**config.mk**
```make
export PLATFORM = sky130hd
export DESIGN_NAME = iob_im_frame_ctrl_flat
export DESIGN_NICKNAME = d
export VERILOG_FILES = /design/src/rtl/iob_im_frame_ctrl_if.sv /design/src/rtl/iob_im_frame_ctrl.sv /design/src/flat_wrapper.sv
export SDC_FILE = /design/constraint.sdc
export NUM_CORES = 1
export LEC_CHECK = 0
export ABC_AREA = 1
export BUFFER_PORTS_ARGS = -buffer_cell sky130_fd_sc_hd__buf_2
export CAP_MARGIN = 25
export CELL_PAD_IN_SITES_DETAIL_PLACEMENT = 0
export CELL_PAD_IN_SITES_GLOBAL_PLACEMENT = 1
export CORE_MARGIN = 2
export CORE_UTILIZATION = 43
export CTS_CLUSTER_DIAMETER = 120
export CTS_CLUSTER_SIZE = 16
export DETAILED_ROUTE_END_ITERATION = 12
export PLACE_DENSITY_LB_ADDON = 0.1
export SLEW_MARGIN = 40
export SYNTH_ARGS = -nofsm -noshare
export SYNTH_HDL_FRONTEND = slang
export SYNTH_SLANG_ARGS = --single-unit
```
**constraint.sdc**
```tcl
create_clock -name clk -period 5.2 [get_ports clk]
set_input_delay 0 -clock clk [delete_from_list [all_inputs] [get_ports clk]]
set_output_delay 0 -clock clk [all_outputs]
set_load 0.01 [all_outputs]
```
**src/rtl/iob_im_frame_ctrl_if.sv**
```systemverilog
// CPU-side location write / commit bus of the frame sequencer.
// The swreg file drives the master side; the frame controller is the slave.
interface iob_im_frame_ctrl_if;
  logic        loc_wr_en;
  logic [1:0]  loc_wr_sel;
  logic [31:0] loc_wr_data;
  logic        commit_req;
  logic        commit_busy;
  logic [31:0] ball_loc;
  logic [31:0] barl_loc;
  logic [31:0] barr_loc;

  modport master (
    output loc_wr_en, loc_wr_sel, loc_wr_data, commit_req,
    input  commit_busy, ball_loc, barl_loc, barr_loc
  );

  modport slave (
    input  loc_wr_en, loc_wr_sel, loc_wr_data, commit_req,
    output commit_busy, ball_loc, barl_loc, barr_loc
  );
endinterface

```
**src/rtl/iob_im_frame_ctrl.sv**
```systemverilog
// Frame sequencer: VGA pixel timing plus double-buffered ball/bar locations.
// The active bank only changes at the start of vertical blanking.
module iob_im_frame_ctrl #(
  parameter int H_ACTIVE = 640,
  parameter int H_FP     = 16,
  parameter int H_SYNC   = 96,
  parameter int H_BP     = 48,
  parameter int V_ACTIVE = 480,
  parameter int V_FP     = 10,
  parameter int V_SYNC   = 2,
  parameter int V_BP     = 33,
  parameter int PIX_DIV  = 4
) (
  input  logic                 clk,
  input  logic                 rst,
  iob_im_frame_ctrl_if.slave   bus,
  output logic                 pix_en,
  output logic [9:0]           pixel_x,
  output logic [9:0]           pixel_y,
  output logic                 active_video,
  output logic                 hsync,
  output logic                 vsync,
  output logic                 vblank,
  output logic [31:0]          frame_cnt
);

  localparam int H_TOTAL = H_ACTIVE + H_FP + H_SYNC + H_BP;
  localparam int V_TOTAL = V_ACTIVE + V_FP + V_SYNC + V_BP;

  localparam logic [3:0] DIV_MAX  = 4'(PIX_DIV - 1);
  localparam logic [9:0] X_LAST   = 10'(H_TOTAL - 1);
  localparam logic [9:0] Y_LAST   = 10'(V_TOTAL - 1);
  localparam logic [9:0] Y_VB     = 10'(V_ACTIVE - 1);
  localparam logic [9:0] X_ACT    = 10'(H_ACTIVE);
  localparam logic [9:0] Y_ACT    = 10'(V_ACTIVE);
  localparam logic [9:0] HS_BEG   = 10'(H_ACTIVE + H_FP);
  localparam logic [9:0] HS_END   = 10'(H_ACTIVE + H_FP + H_SYNC);
  localparam logic [9:0] VS_BEG   = 10'(V_ACTIVE + V_FP);
  localparam logic [9:0] VS_END   = 10'(V_ACTIVE + V_FP + V_SYNC);

  // Location word layout; the upper tag bits are carried through untouched.
  typedef struct packed {
    logic [11:0] tag;
    logic [9:0]  y;
    logic [9:0]  x;
  } loc_t;

  typedef enum logic [1:0] {IDLE, ARMED, COMMIT} cst_t;

  logic [3:0] div_cnt, div_nxt;
  logic [9:0] x_nxt, y_nxt;
  logic       eol, eof, vb_ev;

  cst_t       st_q, st_nxt;
  logic       busy, do_commit;

  loc_t [2:0] pend_q;
  loc_t [2:0] act_q;

  // ---------------- pixel timing ----------------
  always_comb begin
    div_nxt = (div_cnt == DIV_MAX) ? 4'd0 : div_cnt + 4'd1;
    eol     = pix_en && (pixel_x == X_LAST);
    eof     = eol && (pixel_y == Y_LAST);
    vb_ev   = eol && (pixel_y == Y_VB);
    x_nxt   = pixel_x;
    y_nxt   = pixel_y;
    if (pix_en) begin
      x_nxt = eol ? 10'd0 : pixel_x + 10'd1;
      if (eol) y_nxt = (pixel_y == Y_LAST) ? 10'd0 : pixel_y + 10'd1;
    end
  end

  // Decodes use the next counter values so they switch with pixel_x/pixel_y.
  always_ff @(posedge clk) begin
    if (rst) begin
      div_cnt      <= '0;
      pix_en       <= 1'b0;
      pixel_x      <= '0;
      pixel_y      <= '0;
      active_video <= 1'b0;
      hsync        <= 1'b1;
      vsync        <= 1'b1;
      vblank       <= 1'b0;
      frame_cnt    <= '0;
    end else begin
      div_cnt <= div_nxt;
      pix_en  <= (div_nxt == DIV_MAX);
      pixel_x <= x_nxt;
      pixel_y <= y_nxt;
      if (pix_en) begin
        active_video <= (x_nxt < X_ACT) && (y_nxt < Y_ACT);
        hsync        <= !((x_nxt >= HS_BEG) && (x_nxt < HS_END));
        vsync        <= !((y_nxt >= VS_BEG) && (y_nxt < VS_END));
        vblank       <= (y_nxt >= Y_ACT);
      end
      if (eof) frame_cnt <= frame_cnt + 32'd1;
    end
  end

  // ---------------- commit FSM ----------------
  always_ff @(posedge clk) begin
    if (rst) st_q <= IDLE;
    else     st_q <= st_nxt;
  end

  always_comb begin
    st_nxt = st_q;
    case (st_q)
      IDLE:    if (bus.commit_req) st_nxt = ARMED;
      ARMED:   if (vb_ev)          st_nxt = COMMIT;
      COMMIT:                      st_nxt = IDLE;
      default:                     st_nxt = IDLE;
    endcase
  end

  always_comb begin
    busy      = (st_q != IDLE);
    do_commit = (st_q == COMMIT);
  end

  // ---------------- location banks ----------------
  // A write in the COMMIT cycle only reaches pending; active takes the old value.
  always_ff @(posedge clk) begin
    if (rst) begin
      pend_q <= '0;
      act_q  <= '0;
    end else begin
      if (do_commit) act_q <= pend_q;
      if (bus.loc_wr_en) begin
        case (bus.loc_wr_sel)
          2'd0:    pend_q[0] <= bus.loc_wr_data;
          2'd1:    pend_q[1] <= bus.loc_wr_data;
          2'd2:    pend_q[2] <= bus.loc_wr_data;
          default: ;
        endcase
      end
    end
  end

  assign bus.commit_busy = busy;
  assign bus.ball_loc    = act_q[0];
  assign bus.barl_loc    = act_q[1];
  assign bus.barr_loc    = act_q[2];

endmodule

```
**src/flat_wrapper.sv**
```systemverilog
// flat-port wrapper written by rule: the top's interface ports become plain ports
module iob_im_frame_ctrl_flat 
#(
  parameter int H_ACTIVE = 640,
  parameter int H_FP     = 16,
  parameter int H_SYNC   = 96,
  parameter int H_BP     = 48,
  parameter int V_ACTIVE = 480,
  parameter int V_FP     = 10,
  parameter int V_SYNC   = 2,
  parameter int V_BP     = 33,
  parameter int PIX_DIV  = 4
)
  (clk, rst, pix_en, pixel_x, pixel_y, active_video, hsync, vsync, vblank, frame_cnt, bus_loc_wr_en, bus_loc_wr_sel, bus_loc_wr_data, bus_commit_req, bus_commit_busy, bus_ball_loc, bus_barl_loc, bus_barr_loc);
  iob_im_frame_ctrl_if bus_i ();
  input  logic clk;
  input  logic rst;
  output logic pix_en;
  output logic [9:0] pixel_x;
  output logic [9:0] pixel_y;
  output logic active_video;
  output logic hsync;
  output logic vsync;
  output logic vblank;
  output logic [31:0] frame_cnt;
  input wire logic [$bits(bus_i.loc_wr_en)-1:0] bus_loc_wr_en;
  input wire logic [$bits(bus_i.loc_wr_sel)-1:0] bus_loc_wr_sel;
  input wire logic [$bits(bus_i.loc_wr_data)-1:0] bus_loc_wr_data;
  input wire logic [$bits(bus_i.commit_req)-1:0] bus_commit_req;
  output wire logic [$bits(bus_i.commit_busy)-1:0] bus_commit_busy;
  output wire logic [$bits(bus_i.ball_loc)-1:0] bus_ball_loc;
  output wire logic [$bits(bus_i.barl_loc)-1:0] bus_barl_loc;
  output wire logic [$bits(bus_i.barr_loc)-1:0] bus_barr_loc;
  assign bus_i.loc_wr_en = bus_loc_wr_en;
  assign bus_i.loc_wr_sel = bus_loc_wr_sel;
  assign bus_i.loc_wr_data = bus_loc_wr_data;
  assign bus_i.commit_req = bus_commit_req;
  assign bus_commit_busy = bus_i.commit_busy;
  assign bus_ball_loc = bus_i.ball_loc;
  assign bus_barl_loc = bus_i.barl_loc;
  assign bus_barr_loc = bus_i.barr_loc;
  iob_im_frame_ctrl #(.H_ACTIVE(H_ACTIVE), .H_FP(H_FP), .H_SYNC(H_SYNC), .H_BP(H_BP), .V_ACTIVE(V_ACTIVE), .V_FP(V_FP), .V_SYNC(V_SYNC), .V_BP(V_BP), .PIX_DIV(PIX_DIV)) u_core (.clk(clk), .rst(rst), .bus(bus_i), .pix_en(pix_en), .pixel_x(pixel_x), .pixel_y(pixel_y), .active_video(active_video), .hsync(hsync), .vsync(vsync), .vblank(vblank), .frame_cnt(frame_cnt));
endmodule
```
==> results of run 1 <==
Yosys cell counts:
library cell and instances:
nand4_4 2, and3_1 1, inv_2 4, nor3_1 14
o21bai_1 1, inv_6 1, xnor2_1 3, buf_2 2
inv_1 106, mux2i_1 1, o21ai_1 3, nor3_4 1
nand3b_1 3, or3_1 1, dfxtp_1 255, nand3_1 36
nor2_4 5, ha_1 6, or2_4 1, nand2_1 133
nor3_2 1, a21oi_1 97, nand3_4 2, nand3_2 1
nor2_1 328, clkbuf_1 67, xor2_1 11, nand4_1 14
nor2_2 5, nor3b_2 1, nor4_1 7, nand2_2 2
o21ai_0 212, o21a_1 1, clkinv_1 1, a211oi_1 2
nor3b_1 4, nand2_4 1
registers in the layout, indices dropped and copies added, names as in the netlist, 2 cells and up:
register             count
u_core.bus.barr_loc     32
u_core.pixel_y          10
u_core.bus.ball_loc     32
u_core.st_q              2
u_core.div_cnt           4
u_core.bus.barl_loc     32
u_core.frame_cnt        32
u_core.pend_q           96
u_core.pixel_x          10
metal layers:
metal  global-route usage  share of wire  wire, um
met1                0.309           0.50     13100
met2                0.331           0.44     11500
met3               0.0385          0.049      1290
met4               0.0380          0.015       393
met5                    0              0         0
layout make-up:
type | count | area, um2 | area share
inverters | 112 | 435 | 0.0363
clock inverters | 1 | 8.76 | 0.000730
repair buffers | 232 | 1350 | 0.113
multi-input cells | 900 | 4230 | 0.352
clock buffers | 20 | 479 | 0.0399
well taps | 313 | 392 | 0.0326
flip-flops and latches | 255 | 5100 | 0.425
stage by stage:
stage          setup slack, ns  hold slack [ns]  total power, mW  area [um2]  instances
6_report                  2.97            0.174             3.54       12000       1833
5_1_grt                   2.78            0.198             3.69       12000       1833
4_1_cts                   2.95            0.146             3.58       12000       1833
3_5_place_dp              2.98            0.292             2.24       11200       1778
3_3_place_gp              3.00            0.288             2.24       11200       1778
2_1_floorplan             3.29            0.147             2.18       10000       1336
worst max-delay path by stage:
stage                       from                       to  depth (start not counted)
2_1_floorplan  u_core.pixel_x[0]     u_core.frame_cnt[13]                         11
3_3_place_gp                 rst  u_core.bus.ball_loc[20]                          5
3_5_place_dp       u_core.pix_en     u_core.frame_cnt[28]                          9
4_1_cts            u_core.pix_en     u_core.frame_cnt[28]                          9
5_1_grt            u_core.pix_en     u_core.frame_cnt[28]                          9
6_report           u_core.pix_en     u_core.frame_cnt[28]                          9
power by group through the flow:
stage | Clock (mW) | Combinational [mW] | Sequential [mW]
floorplan | 0 | 0.118 | 2.06
global placement | 0 | 0.177 | 2.06
detailed placement | 0 | 0.177 | 2.06
CTS | 1.36 | 0.197 | 2.02
global route | 1.44 | 0.226 | 2.02
finish | 1.32 | 0.197 | 2.02
worst min-delay path, stage by stage:
cell and delay (ns):
buf_2 0.09, nand3_1 0.07, buf_4 0.24, o21ai_0 0.18, nor2_1 0.05
repair_timing:
item                                    4_1_cts  5_1_grt
hold buffers                                 34        0
endpoints found under the setup margin        0        0
endpoints found under the hold margin       129        0
logic make-up (layout without fill, tap and decap cells):
family,count (synthesis),count (layout),share of synthesized area
multiplexers,1,1,0.00100
flip-flops,255,255,0.510
adder cells (fa/ha/maj),6,6,0.00750
XOR/XNOR,14,14,0.0122
AND/OR/NAND/NOR,563,563,0.242
buffers and inverters,181,365,0.0686
AO/OA/AOI/OAI,316,316,0.159
==> metrics.md, run 1 <==
| Metric | Value |
|---|---|
| Clk pwr share | 0.374 |
| DP HPWL | about 18 mm |
| R2R depth | 9 |
| Worst-margin pin slew | 0.732 ns |
| Worst ir drop on vdd | around 0.00022 V |
| Largest net degree at the start of global routing | 129 |
| Worst Path Arrival | 2.62 ns |
| Number of fill cells | 2334 |
| Flop pwr share | 0.570 |
| Sequential share of the synthesized area | 0.510 |
| CP startpoint kind | flop |
| Int Pwr | about 2.7 mW |
| Post-Synthesis Net Count | around 1400 |
| CTS buffer count | 19 |
| First-pass GRT wire length | between 40 and 50 mm |
| Num ports | 192 |
| Final Wtd Congestion | 0.829 |
| Worst slew margin | 0.508 |
| HP Class | primary input to flop |
| Slew Viols, Final | 0 |
| Post-Syn Area | 10000 um2 |
| Worst setup EP type | flop |
| Die footprint | 24500 um2 |
| Synthesized instance count | 1336 |
| Setup TNS | 0 ns |
| Synth cell types | 38 |
| Hold Crit Endpoint | u_core.pend_q[95] |
| Most frequent cells in the layout | 328 x nor2_1, 255 x dfxtp_1, 212 x o21ai_0 |
| Unrepaired setup endpoints after global routing | false |
| Worst path bufs/invs | 1 |
| Final hold vios | 0 |
| Drt pass-1 iters | 4 |
| Row count | 55 |
| Total track usage | 0.212 |
| Post_cts resized | 0 |
| N_diodes | 0 |
| DRT iter0 DRCs | 561 |
| Antenna violations before repair | 0 |
| WL/cell | 14.3 um |
| Synthesis-to-finish area growth | 19.8% |
| Top-area cell type share of the netlist area | 0.510 |
| Clock transition at path regs | 0.07 ns |
| Yosys top cell by area | dfxtp_1 |
| Hold Path Depth | 5 |
| Status | complete, no violations |
| Max incr delay on CP | 0.67 ns |
| CTS root buffer | clkbuf_16 |
| DIE HEIGHT | 157 um |
| Most common cell after layout, fill and taps aside | nor2_1 |
| Nets | roughly 1600 |
| DRC viols | 0 |
| Total gr overflow | 0 |
| Final worst-path cycle share | 0.430 |
| Seq cells post-synth | between 200 and 300 |
| Vias in the first global route | roughly 8000 |
| CP Data Required Time | 5.59 ns |
| Post-Route WL | around 26 mm |
| R2R setup slack | 2.97 ns |
| Share of cells above drive strength 1 | 0.165 |
| Delay-heaviest family, CP | simple AND/OR/NAND/NOR gates |
| Leakage | ~5.1 nW |
| R2R Path End | u_core.frame_cnt[28] |
| DR vias | 8888 |
| H-tree depth | 1 |
| Final core occ | 0.527 |
| PwrDens | about 300 nW/um2 |
| Synth area leaders | dfxtp_1 51%, nor2_1 12%, o21ai_0 11% |
| Max Root-Sink Buffers | 3 |
| Core ar. | about 23000 um2 |
| Slowest-stage cell, CP | dfxtp_1 |
| Final min period | 2.23 ns |
| Max-cap violations | 0 |
| CP Class | flop to flop |
| TritonCTS clock tree | done |
| Die X | about 160 um |
| CTS sink count | 255 |
| Critical path cell sequence | inv_2 -> nor2_2 -> nand4_4 -> nor2_4 -> nand4_1 -> nor2_1 -> nand2_1 -> o21ai_1 -> a21oi_1 |
| Final ANT Viol Nets | 0 |
| FF-to-FF Start | u_core.pix_en |
| Post-CTS setup buffers | 0 |
| Final setup violation count | 0 |
| Total of warnings raised by yosys | 0 |
| CP Max Fanout | 15 |
| Setup Skew | roughly 0.012 ns |
| Combinational share of power | 0.056 |
| Max Fclk | approximately 0.45 GHz |
| Worst Hold Launch | bus_loc_wr_sel[1] |
| Sw power | 0.811 mW |
| Post-synthesis average cell area | 7.50 um2 |
| Vias per cell | 4.85 |
| Latest clock arrival within the worst-skew pair | between 0.5 and 0.6 ns |
| Port Buffer Count | approximately 190 |
| Initial Util | 0.440 |
| Sw Share | 0.229 |
No activity file was read; power rests on OpenSTA's default activity.
==> inputs of run 2 (changes only) <==
--- a/config.mk
+++ b/config.mk
@@ -11,7 +11,7 @@
 export CELL_PAD_IN_SITES_DETAIL_PLACEMENT = 0
 export CELL_PAD_IN_SITES_GLOBAL_PLACEMENT = 1
 export CORE_MARGIN = 2
-export CORE_UTILIZATION = 43
+export CORE_UTILIZATION = 40
 export CTS_CLUSTER_DIAMETER = 120
 export CTS_CLUSTER_SIZE = 16
 export DETAILED_ROUTE_END_ITERATION = 12
==> constraint.sdc (replaced) <==
create_clock -name clk -period 2.1 [get_ports clk]
set_input_delay 0 -clock clk [delete_from_list [all_inputs] [get_ports clk]]
set_output_delay 0 -clock clk [all_outputs]
set_load 0.01 [all_outputs]
==> run 2 against run 1 <==
Sequential power rose by 150%. Non-clock buffer count increased by 22. Maximum frequency rose by 17%. Clock power grew to 2.5 times the previous value. Critical endpoint is now u_core.frame_cnt[13].
==> metrics.md, run 2 (synthesis gave the netlist of run 1 again) <==
| Metric | Value |
|---|---|
| Final Wtd Congestion | 0.825 (-0.46%) |
| DRC viols | 0 (unchanged) |
| Total gr overflow | 0 (unchanged) |
| N_diodes | 0 (unchanged) |
| Latest clock arrival within the worst-skew pair | 0.51 ns (about the same) |
| Most common cell after layout, fill and taps aside | nor2_1 |
| CTS sink count | 255 (unchanged) |
| Antenna violations before repair | 0 (unchanged) |
| CP Class | flop to flop |
| Final hold vios | 0 (unchanged) |
| Final core occ | 0.501 (-0.0258) |
| PwrDens | 718 nW/um2 (+140%) |
| Num ports | 192 (unchanged) |
| Pre-CTS setup slack | 0.0674 ns (-2.91 ns) |
| R2R depth | 11 (+2) |
| Max Fclk | 0.524 GHz (+17%) |
| GRT met1 Usage | 0.295 (-0.0137) |
| Final ANT Viol Nets | 0 (unchanged) |
| Min setup slack post-route | 0.190 ns (-2.78 ns) |
| WL/cell | 14.5 um (+1.4%) |
| Row count | 57 (+3.6%) |
| Clock transition at path regs | 0.07 ns (about the same) |
| Status | complete, no violations |
| Post-Route WL | 27.1 mm (+3.2%) |
| Placed insts | 1807 (+1.6%) |
| Worst Path Arrival | 2.30 ns (-0.32 ns) |
| Final worst-path cycle share | 0.909 (+0.480) |
| CTS root buffer | clkbuf_16 |
| R2R setup slack | 0.19 ns (-2.78 ns) |
| Worst setup EP type | flop |
| Die X | 162 um (+3.6%) |
| CP Data Required Time | 2.49 ns (-3.10 ns) |
| DR vias | 9024 (+1.5%) |
| Share of cells above drive strength 1 | 0.179 (+0.0139) |
| Leakage | 5.22 nW (+2.8%) |
| Largest net degree at the start of global routing | 84 (-35%) |
| CTS buffer count | 19 (unchanged) |
| Busiest grt layer | met2 |
| TritonCTS clock tree | done |
| Hold Path Depth | 5 (unchanged) |
| Max Root-Sink Buffers | 3 (unchanged) |
| Core ar. | 24500 um2 (+7.4%) |
| Synthesis-to-finish area growth | 22.4% |
| HP Class | primary input to flop |
| DP HPWL | 18.6 mm (+5.9%) |
| Total track usage | 0.203 (-0.00909) |
| Unrepaired setup endpoints after global routing | false |
| H-tree depth | 1 (unchanged) |
| Worst slew margin | 0.582 (+0.0746) |
| Nets | 1586 (+1.4%) |
| DRT iter0 DRCs | 720 (+28%) |
| Setup TNS | 0 ns (unchanged) |
| Final setup violation count | 0 (unchanged) |
| Initial Util | 0.409 (-0.0303) |
| Non-filler cells, final | 1866 (+1.8%) |
| Die footprint | 26300 um2 (+7.3%) |
| Biggest register | u_core.pend_q |
| Drt pass-1 iters | 5 (+1) |
| Vias per cell | 4.84 (-0.27%) |
| Worst ir drop on vdd | 0.000496 V (+120%) |
| Vias in the first global route | 8187 (+0.81%) |
| Slew Viols, Final | 0 (unchanged) |
| Max reg flops | 96 (unchanged) |
| Worst-margin pin slew | 0.626 ns (-0.106 ns) |
| Most frequent cells in the layout | 327 x nor2_1, 254 x dfxtp_1, 212 x o21ai_0 |
| Port Buffer Count | 191 (unchanged) |
| Met3 usage | 0.0396 (+0.00109) |
| Tot Pwr | 8.80 mW (+150%) |
| CP startpoint kind | flop |
| Max-cap violations | 0 (unchanged) |
| DIE HEIGHT | 162 um (+3.6%) |
| Setup Skew | 0.0128 ns (+0.000395 ns) |
| GR Layer Usage met2 | 0.312 (-0.0194) |
| First-pass GRT wire length | 43.6 mm (+3.3%) |
| CP Max Fanout | 6 (-9) |
| Final min period | 1.91 ns (-0.324 ns) |
-- run 2: where the power goes --
part	total (mW)	switching, mW	internal, mW
logic	0.510	0.310	0.200
clock network	3.30	1.68	1.62
registers	4.99	0.0451	4.94
total	8.80	2.03	6.76
-- run 2: per-layer routing --
metal	wire [um]	vias up
met5	0	-
met4	495	0
met3	1510	32
met2	11900	195
met1	13300	4086
li1	-	4711
-- run 2: per-stage QoR --
step	hold slack, ns	area (um2)
after floorplan	0.147	10000
after global placement	0.263	11400
after detailed placement	0.267	11400
after CTS	0.133	12200
after global routing	0.184	12300
final	0.151	12300
-- run 2: worst paths after layout --
path,start,endpoint
setup / recovery,u_core.pixel_x[1],u_core.frame_cnt[13]
hold / removal,bus_loc_wr_sel[1],u_core.pend_q[95]
setup reg to reg,u_core.pixel_x[1],u_core.frame_cnt[13]
hold reg to reg,u_core.pend_q[51],u_core.bus.barl_loc[19]
-- run 2: area by class of cell --
| class | instances | area, um2 |
|---|---|---|
| flip-flops and latches | 255 | 5110 |
| well taps | 324 | 405 |
| multi-input cells | 900 | 4240 |
| inverters | 112 | 430 |
| fillers | 2486 | 12200 |
| clock buffers | 20 | 479 |
| clock inverters | 1 | 8.76 |
| repair buffers | 254 | 1590 |
-- run 2: critical path: stages (launching register included) --
cell and delay (ns):
dfxtp_2 0.35, ha_2 0.20, nand3_1 0.11, or2_4 0.26, nor2_4 0.16, nand2_4 0.10, inv_6 0.10, nand3_4 0.08
nor2_4 0.12, nand2_2 0.08, nor3b_1 0.17, nor2_1 0.07
-- run 2: timing repair --
action | CTS | global route
buffers inserted | 0 | 4
hold buffers | 34 | 0
setup endpoints to repair | 0 | 21
endpoints found under the hold margin | 122 | 0
resized for setup | 0 | 5
==> inputs of run 3 (changes only) <==
--- a/config.mk
+++ b/config.mk
@@ -15,7 +15,7 @@
 export CTS_CLUSTER_DIAMETER = 120
 export CTS_CLUSTER_SIZE = 16
 export DETAILED_ROUTE_END_ITERATION = 12
-export PLACE_DENSITY_LB_ADDON = 0.1
+export PLACE_DENSITY = 0.84
 export SLEW_MARGIN = 40
 export SYNTH_ARGS = -nofsm -noshare
 export SYNTH_HDL_FRONTEND = slang
==> constraint.sdc (replaced) <==
create_clock -name clk -period 2.1 [get_ports clk]
set_input_delay 0 -clock clk [delete_from_list [all_inputs] [get_ports clk]]
set_output_delay 0 -clock clk [all_outputs]
set_load 0.1 [all_outputs]
==> run 3 against run 2 <==
Die area unchanged. Sequential share of layout area rose by 0.40 points. Clock power barely moved. Final cell count fell by 0.27%. Setup slack worse by 0.032 ns. Power increased by 0.77%. Wire length decreased by 3.9%. Final area up 0.12%. Flip-flop and latch count is the same. Highest routed layer unchanged. Register-to-register slack lost 0.03 ns. First-iteration DRC count fell by 28%. Maximum frequency decreased by 1.7%.
==> metrics.md, run 3 (synthesis gave the netlist of run 1 again) <==
| Metric | Value |
|---|---|
| Vias in the first global route | 8351 (+2.0%) |
| Total gr overflow | 0 (unchanged) |
| Row count | 57 (unchanged) |
| Nets | 1579 (-0.44%) |
| CP Class | flop to flop |
| Total track usage | 0.197 (-0.00571) |
| TritonCTS clock tree | done |
| DP HPWL | 18.3 mm (-1.7%) |
| Post-DP Area | 11400 um2 (+0.23%) |
| Drt pass-1 iters | 5 (unchanged) |
| Worst-margin pin slew | 0.558 ns (-0.0681 ns) |
| Setup TNS | 0 ns (unchanged) |
| Worst ir drop on vdd | 0.000462 V (-7.0%) |
| Latest clock arrival within the worst-skew pair | 0.51 ns (about the same) |
| Unrepaired setup endpoints after global routing | false |
| Placed insts | 1803 (-0.22%) |
| Delay-heaviest family, CP | simple AND/OR/NAND/NOR gates |
| CTS buffer count | 19 (unchanged) |
| Worst setup EP type | flop |
| DRC viols | 0 (unchanged) |
| CTS sink count | 255 (unchanged) |
| Synthesis-to-finish area growth | 22.5% |
| Clock transition at path regs | 0.08 ns (about the same) |
| Highest routed layer | met4 |
| H-tree depth | 1 (unchanged) |
| Share of cells above drive strength 1 | 0.202 (+0.0234) |
| Max Root-Sink Buffers | 3 (unchanged) |
| DR vias | 9060 (+0.40%) |
| Most frequent cells in the layout | 326 x nor2_1, 214 x dfxtp_1, 212 x o21ai_0 |
| N_diodes | 0 (unchanged) |
| CP startpoint kind | flop |
| Slew Viols, Final | 0 (unchanged) |
| Die X | 162 um (unchanged) |
| Max-cap violations | 0 (unchanged) |
| Post-route cell area | 12300 um2 (+0.12%) |
| First-pass GRT wire length | 42.8 mm (-1.8%) |
| Final worst-path cycle share | 0.925 (+0.0153) |
| Worst path bufs/invs | 1 (unchanged) |
| CP Max Fanout | 6 (unchanged) |
| DIE HEIGHT | 162 um (unchanged) |
| Critical path cell sequence | ha_2 -> nand3_1 -> or2_4 -> nor2_4 -> nand2_4 -> inv_6 -> nand3_4 -> nor2_4 -> nand2_2 -> nor3b_1 -> nor2_1 |
| Final hold vios | 0 (unchanged) |
| Max incr delay on CP | 0.38 ns (+0.03 ns) |
| Num ports | 192 (unchanged) |
| Slowest-stage cell, CP | dfxtp_4 |
| Most frequent CP cell | nor2_4 |
| CTS root buffer | clkbuf_16 |
| HP Class | primary input to flop |
| Final Wtd Congestion | 0.842 (+2.1%) |
| Max reg flops | 96 (unchanged) |
| Worst Path Arrival | 2.33 ns (+0.03 ns) |
| Tot Pwr | 8.86 mW (+0.77%) |
| PwrDens | 722 nW/um2 (+0.64%) |
| Die footprint | 26300 um2 (unchanged) |
| WL met3 | 1.48 mm (-2.0%) |
| Leakage | 5.20 nW (-0.44%) |
| Final setup violation count | 0 (unchanged) |
| Final min period | 1.94 ns (+0.0321 ns) |
| Worst slew margin | 0.628 (+0.0459) |
| Final core occ | 0.502 (+0.000613) |
| Biggest register | u_core.pend_q |
| CP Data Required Time | 2.49 ns (about the same) |
| Max Fclk | 0.515 GHz (-1.7%) |
| Status | complete, no violations |
| DRT iter0 DRCs | 517 (-28%) |
| M1 WL | 12.6 mm (-5.3%) |
| WL met2 | 11.6 mm (-2.3%) |
| Core ar. | 24500 um2 (unchanged) |
| Non-filler cells, final | 1861 (-0.27%) |
| Antenna violations before repair | 0 (unchanged) |
| Initial Util | 0.409 (unchanged) |
| Vias per cell | 4.87 (+0.67%) |
| Largest net degree at the start of global routing | 62 (-26%) |
| Post-Route WL | 26.1 mm (-3.9%) |
| Most common cell after layout, fill and taps aside | nor2_1 |
| Port Buffer Count | 191 (unchanged) |
| Final ANT Viol Nets | 0 (unchanged) |
| WL/cell | 14.0 um (-3.7%) |
| Setup Skew | 0.0212 ns (+0.00838 ns) |
## run 3: power breakdown
part / leakage, nW / internal [mW] / total [mW] / switching [mW]
sequential: 2.09 / 4.94 / 4.99 / 0.0505
clock: 0.242 / 1.64 / 3.29 / 1.66
combinational: 2.87 / 0.200 / 0.578 / 0.378
total: 5.20 / 6.78 / 8.86 / 2.09
## run 3: metrics by stage
stage	setup slack, ns	hold slack (ns)
2_1_floorplan	0.0159	0.147
3_3_place_gp	0.173	0.265
3_5_place_dp	0.137	0.263
4_1_cts	0.125	0.0135
5_1_grt	0.0182	0.0437
6_report	0.158	0.00794
## run 3: final timing paths
kind	to	from	slack [ns]	depth (start not counted)
max reg2reg	u_core.frame_cnt[13]	u_core.pixel_x[0]	0.16	11
min	u_core.pixel_x[0]	rst	0.008	4
min reg2reg	u_core.pend_q[46]	u_core.pend_q[46]	0.45	2
max	u_core.frame_cnt[13]	u_core.pixel_x[0]	0.16	11
## run 3: layout make-up
cell class                      count  area, um2
Fill cell                        2453      12200
Clock inverter                      1       8.76
Tap cell                          324        405
Multi-Input combinational cell    900       4250
Inverter                          112        430
Timing Repair Buffer              247       1530
Sequential cell                   255       5160
Clock buffer                       22        487
## run 3: tightest hold or removal path, stage by stage
cell and delay [ns]:
buf_2 0.12, inv_4 0.18, nand2_1 0.13, nor2_1 0.04
## run 3: repair_timing
action	in CTS	in global routing
gates resized for setup	0	6
buffers inserted	0	2
setup endpoints to repair	0	20
hold buffers	33	0
hold endpoints to repair	97	0
## run 3: per-layer routing
metal / up-vias / global-route usage
met4: 0 / 0.0459
li1: 4706 / -
met5: - / 0
met2: 229 / 0.312
met3: 33 / 0.0327
met1: 4092 / 0.282
